**config.mk**
```make
export PLATFORM = sky130hd
export DESIGN_NAME = redmule_w_sched
export DESIGN_NICKNAME = d
export VERILOG_FILES = /design/src/rtl/redmule_w_sched.sv
export SDC_FILE = /design/constraint.sdc
export NUM_CORES = 1
export LEC_CHECK = 0
export BUFFER_PORTS_ARGS = -buffer_cell sky130_fd_sc_hd__buf_4
export CORE_UTILIZATION = 54
export DETAILED_ROUTE_END_ITERATION = 7
export HOLD_SLACK_MARGIN = 0.08
export PLACE_DENSITY_LB_ADDON = 0.08
export SLEW_MARGIN = 10
export SYNTH_ARGS = -nofsm -noshare
export SYNTH_HDL_FRONTEND = slang
export SYNTH_SLANG_ARGS = --single-unit
```
**constraint.sdc**
```tcl
create_clock -name clk_i -period 2.45 [get_ports clk_i]
set_input_delay 0 -clock clk_i [delete_from_list [all_inputs] [get_ports clk_i]]
set_output_delay 0 -clock clk_i [all_outputs]
set_load 0.02 [all_outputs]
```
**src/rtl/redmule_w_sched.sv**
```systemverilog
// W-buffer scheduler: fills H rows from the streamer, then hands out tile_w
// column shifts to the engine, masking rows beyond the tile height.
`ifndef ARRAY_HEIGHT
`define ARRAY_HEIGHT 4
`endif

module redmule_w_sched #(
  parameter int unsigned Height = `ARRAY_HEIGHT,
  parameter int unsigned D      = 18,
  localparam int unsigned HW    = $clog2(Height) + 1,
  localparam int unsigned CW    = $clog2(D) + 1,
  localparam int unsigned RW    = $clog2(Height)
) (
  input  logic              clk_i,
  input  logic              rst_ni,
  input  logic              clear_i,
  input  logic              start_i,
  input  logic [HW-1:0]     tile_h_i,
  input  logic [CW-1:0]     tile_w_i,
  input  logic              w_valid_i,
  output logic              w_ready_o,
  input  logic              shift_req_i,
  output logic              shift_gnt_o,
  output logic              load_o,
  output logic              shift_o,
  output logic [HW-1:0]     height_o,
  output logic [CW-1:0]     width_o,
  output logic [Height-1:0] zero_set_o,
  output logic              busy_o,
  output logic              done_o
);

  typedef enum logic [1:0] {IDLE, FILL, DRAIN} state_t;

  state_t        state_q, state_d;
  logic [RW-1:0] row_q, row_d;
  logic [CW-1:0] col_q, col_d;
  logic [HW-1:0] height_q;
  logic [CW-1:0] width_q;
  logic          done_q, done_d;
  logic          latch;

  always_ff @(posedge clk_i or negedge rst_ni) begin
    if (!rst_ni) begin
      state_q  <= IDLE;
      row_q    <= '0;
      col_q    <= '0;
      height_q <= '0;
      width_q  <= '0;
      done_q   <= 1'b0;
    end else begin
      state_q <= state_d;
      row_q   <= row_d;
      col_q   <= col_d;
      done_q  <= done_d;
      if (latch) begin
        height_q <= tile_h_i;
        width_q  <= tile_w_i;
      end
    end
  end

  always_comb begin
    state_d   = state_q;
    row_d     = row_q;
    col_d     = col_q;
    done_d    = 1'b0;
    latch     = 1'b0;
    w_ready_o = 1'b0;
    load_o    = 1'b0;
    shift_o   = 1'b0;
    unique case (state_q)
      IDLE: begin
        if (start_i) begin
          latch = 1'b1;
          if (tile_w_i == '0 || tile_h_i == '0) done_d = 1'b1;
          else                                  state_d = FILL;
        end
      end
      FILL: begin
        w_ready_o = 1'b1;
        load_o    = w_valid_i;
        if (load_o) begin
          if (row_q == RW'(Height - 1)) begin
            row_d   = '0;
            state_d = DRAIN;
          end else begin
            row_d = row_q + RW'(1);
          end
        end
      end
      DRAIN: begin
        shift_o = shift_req_i;
        if (shift_o) begin
          if (col_q == width_q - CW'(1)) begin
            col_d   = '0;
            state_d = IDLE;
            done_d  = 1'b1;
          end else begin
            col_d = col_q + CW'(1);
          end
        end
      end
      default: state_d = IDLE;
    endcase
    // Abort overrides everything decided above, including strobes this cycle.
    if (clear_i) begin
      state_d = IDLE;
      row_d   = '0;
      col_d   = '0;
      done_d  = 1'b0;
      latch   = 1'b0;
      load_o  = 1'b0;
      shift_o = 1'b0;
    end
  end

  always_comb begin
    for (int unsigned i = 0; i < Height; i++) begin
      zero_set_o[i] = (state_q == DRAIN) && (i >= 32'(height_q));
    end
  end

  assign shift_gnt_o = shift_o;
  assign height_o    = height_q;
  assign width_o     = width_q;
  assign busy_o      = (state_q != IDLE);
  assign done_o      = done_q;

endmodule

```
==> results.json <==
{
  "cap_violations": 0,
  "grt_util_all_layers_pct": 30.0,
  "slew_violations": 0,
  "run_status": "completed",
  "crit_arrival_ns": 1.97,
  "grt_max_degree": 21,
  "syn_nets": 139,
  "gp_congestion": 0.781,
  "min_path_type": "in2async",
  "final_cell_area_mm2": 0.00161,
  "antenna_cells": 0,
  "dieArea_mm2": 0.00230,
  "routed_via_density": 5.74,
  "clockPowerShare_pct": 29.2,
  "fp.dieW_um": 47.9,
  "final_common_cell": "buf_4",
  "dp_hpwl_mm": 1.88,
  "hold_slack_ns": 0.0837,
  "grt_antenna_before_repair": 0,
  "fp-row-count": 16,
  "ys_ff_latch": 20,
  "synth.avg_cell_area_um2": 9.42,
  "setup_violations": 0,
  "initial_core_util_pct": 57.5,
  "vdd_ir_drop_max_v": 0.000591,
  "crit_path_end": "shift_gnt_o",
  "htreeDepth": 1,
  "clkTransAtPathRegs_ns": 0.13,
  "rsz0062_at_grt": "no",
  "r2r_slack_ns": 0.61,
  "grt.overflow.total": 0,
  "drive_gt1_share_pct": 30.8,
  "grt_pass1_wl_mm": 4.53,
  "critical_path_cell_count": 4,
  "crit_type": "reg2out",
  "dpl_cell_area_mm2": 0.00141,
  "clock_sinks": 20,
  "cts_tree": "done",
  "fin_nets": 188,
  "p_int_w": 0.000666,
  "powerDensity_mw_per_mm2": 597,
  "worstReg2RegStart": "width_o[0]$_DFFE_PN0P_",
  "p_leak_nw": 0.757,
  "ctsRootBufferMaster": "clkbuf_4",
  "critPathLaunchType": "flop",
  "wl_mm": 3.07,
  "crit_fanout": 8,
  "worstPathCellList": "nand2b_1, or2_2, nor3_1, buf_4",
  "timing.fmax_ghz": 0.506,
  "clk_latency_ns": 0.32,
  "power.switching_w": 0.000294,
  "path_delay_family": "simple AND/OR/NAND/NOR gates",
  "syn_area_mm2": 0.00114,
  "worst-path-buf-inv": 1,
  "ys_seq_area_share_pct": 43.9,
  "min_period_ns": 1.97,
  "yosysWarnings": 0,
  "swShare_pct": 30.6,
  "final.period_utilization_pct": 80.6,
  "critical-path-slowest-cell": "dfrtp_1",
  "hold_viol": 0,
  "drt-initial-drc-count": 22,
  "required_ns": 2.45,
  "crit_start": "state_q[0]$_DFFE_PN0P_",
  "ff2ff_path_depth": 7,
  "portBuffers": 33,
  "drt.antenna.violating_nets": 0,
  "final_cell_mix": "buf_4, dfrtp_1, dlygate4sd3_1",
  "area_delta_synth_final_pct": 41.1,
  "combPwrFrac_pct": 28.2,
  "end_kind": "primary output",
  "syn_inst": 121,
  "num_vias": 1125,
  "synth_cell_types": 32,
  "seqPwrFrac_pct": 42.6,
  "coreArea_mm2": 0.00198,
  "grt_pass1_vias": 986,
  "critPathMaxStageDelay_ns": 0.45,
  "nFillCells": 128,
  "wl_per_cell_um": 15.7,
  "ios": 34,
  "fin_setup_tns_ns": 0,
  "drc": 0,
  "dieHeight_um": 47.9,
  "cts_buffer_depth": 2,
  "numCtsBuffers": 3,
  "slew_headroom_pct": 62.4,
  "r2r-end": "col_q[4]$_DFFE_PN0P_",
  "dr.pass1.iters": 4,
  "worstMarginPinSlew_ns": 0.562,
  "fin_skew_ns": 0.0113
}
-- per-layer routing --
layer	track usage (%)	part of all wire [%]
met3	3.77	3.0
met2	51.1	52
met5	0	0
met4	15.6	3.0
met1	37.0	42
-- cells in the mapped netlist --
cell       n  area share, %
dfrtp_1   20             44
nor2_1    10            3.3
o21ai_0   10            4.4
nor4_1     9            4.9
a21oi_1    6            2.6
mux2_2     6            5.9
inv_1      5            1.6
nand2_1    5            1.6
nand3_1    5            2.2
nand3b_1   5            3.3
nor3_1     5            2.2
xor2_1     5            3.8
and3_1     4            2.2
clkbuf_1   3           0.99
ha_1       3            3.3
or2_2      3            1.6
xnor2_1    2            1.5
a211oi_1   1           0.66
a22o_2     1           0.88
and2_2     1           0.66
and3_2     1           0.66
buf_2      1           0.44
buf_4      1           0.66
nand2b_1   1           0.55
nor2b_1    1           0.55
nor3b_1    1           0.66
nor3b_2    1            1.1
o211ai_1   1           0.66
o31a_1     1           0.77
o31ai_1    1           0.66
or3_1      1           0.55
or3_4      1           0.99
-- power groups by stage --
stage | logic [W] | clock network [W] | registers, W
CTS | 0.000269 | 0.000279 | 0.000407
floorplan | 0.000112 | 0 | 0.000442
global placement | 0.000244 | 0 | 0.000409
global route | 0.000294 | 0.000293 | 0.000415
finish | 0.000270 | 0.000280 | 0.000409
detailed placement | 0.000248 | 0 | 0.000413
-- final cells by class --
type	count	area, um^2	area share (%)
sequential	20	500	31.1
inverter	5	18.8	1.17
multi-input combinational	91	597	37.1
timing repair buffer	49	405	25.2
tap	27	33.8	2.10
clock inverter	1	30.0	1.87
clock buffer	3	22.5	1.40
-- through the flow --
step                utilization (%)  setup slack, ns  total power (W)  instances
global placement               70.9            0.689         0.000653        177
finish                         81.1            0.475         0.000959        196
global route                   81.1            0.388          0.00100        196
detailed placement             70.9            0.648         0.000661        177
CTS                            81.1            0.524         0.000955        196
floorplan                         -            0.576         0.000554        121
-- what timing repair did --
action,CTS,global route
hold endpoints to repair,37,0
gates resized for setup,0,0
buffers inserted,0,0
hold buffers,15,0
-- flip-flops by register name, indices dropped and copies added, names as in the netlist --
register and cells:
col_q 6, done_o 1, height_o 3, row_q 2
state_q 2, width_o 6
-- kinds of logic (layout without fill, tap and decap cells) --
family	count (synthesis)	after routing	synth area share (%)
compound gates	21	21	10.6
xor+xnor	7	7	5.38
fa+ha+maj	3	3	3.29
buf+inv	10	58	3.73
flops	20	20	43.9
mux	6	6	5.93
simple gates	54	54	27.1
-- worst min-delay path by stage --
stage,startpoint,cells past startpoint,endpoint,slack [ns]
after global routing,rst_ni,2,width_o[2]$_DFFE_PN0P_,0.13
after floorplan,rst_ni,0,col_q[0]$_DFFE_PN0P_,-0.30
after detailed placement,rst_ni,1,width_o[3]$_DFFE_PN0P_,-0.10
final,rst_ni,2,done_o$_DFF_PN0_,0.08
after global placement,rst_ni,1,width_o[3]$_DFFE_PN0P_,-0.11
after CTS,rst_ni,2,col_q[5]$_DFFE_PN0P_,0.09
(Power assumes the default switching activity.)
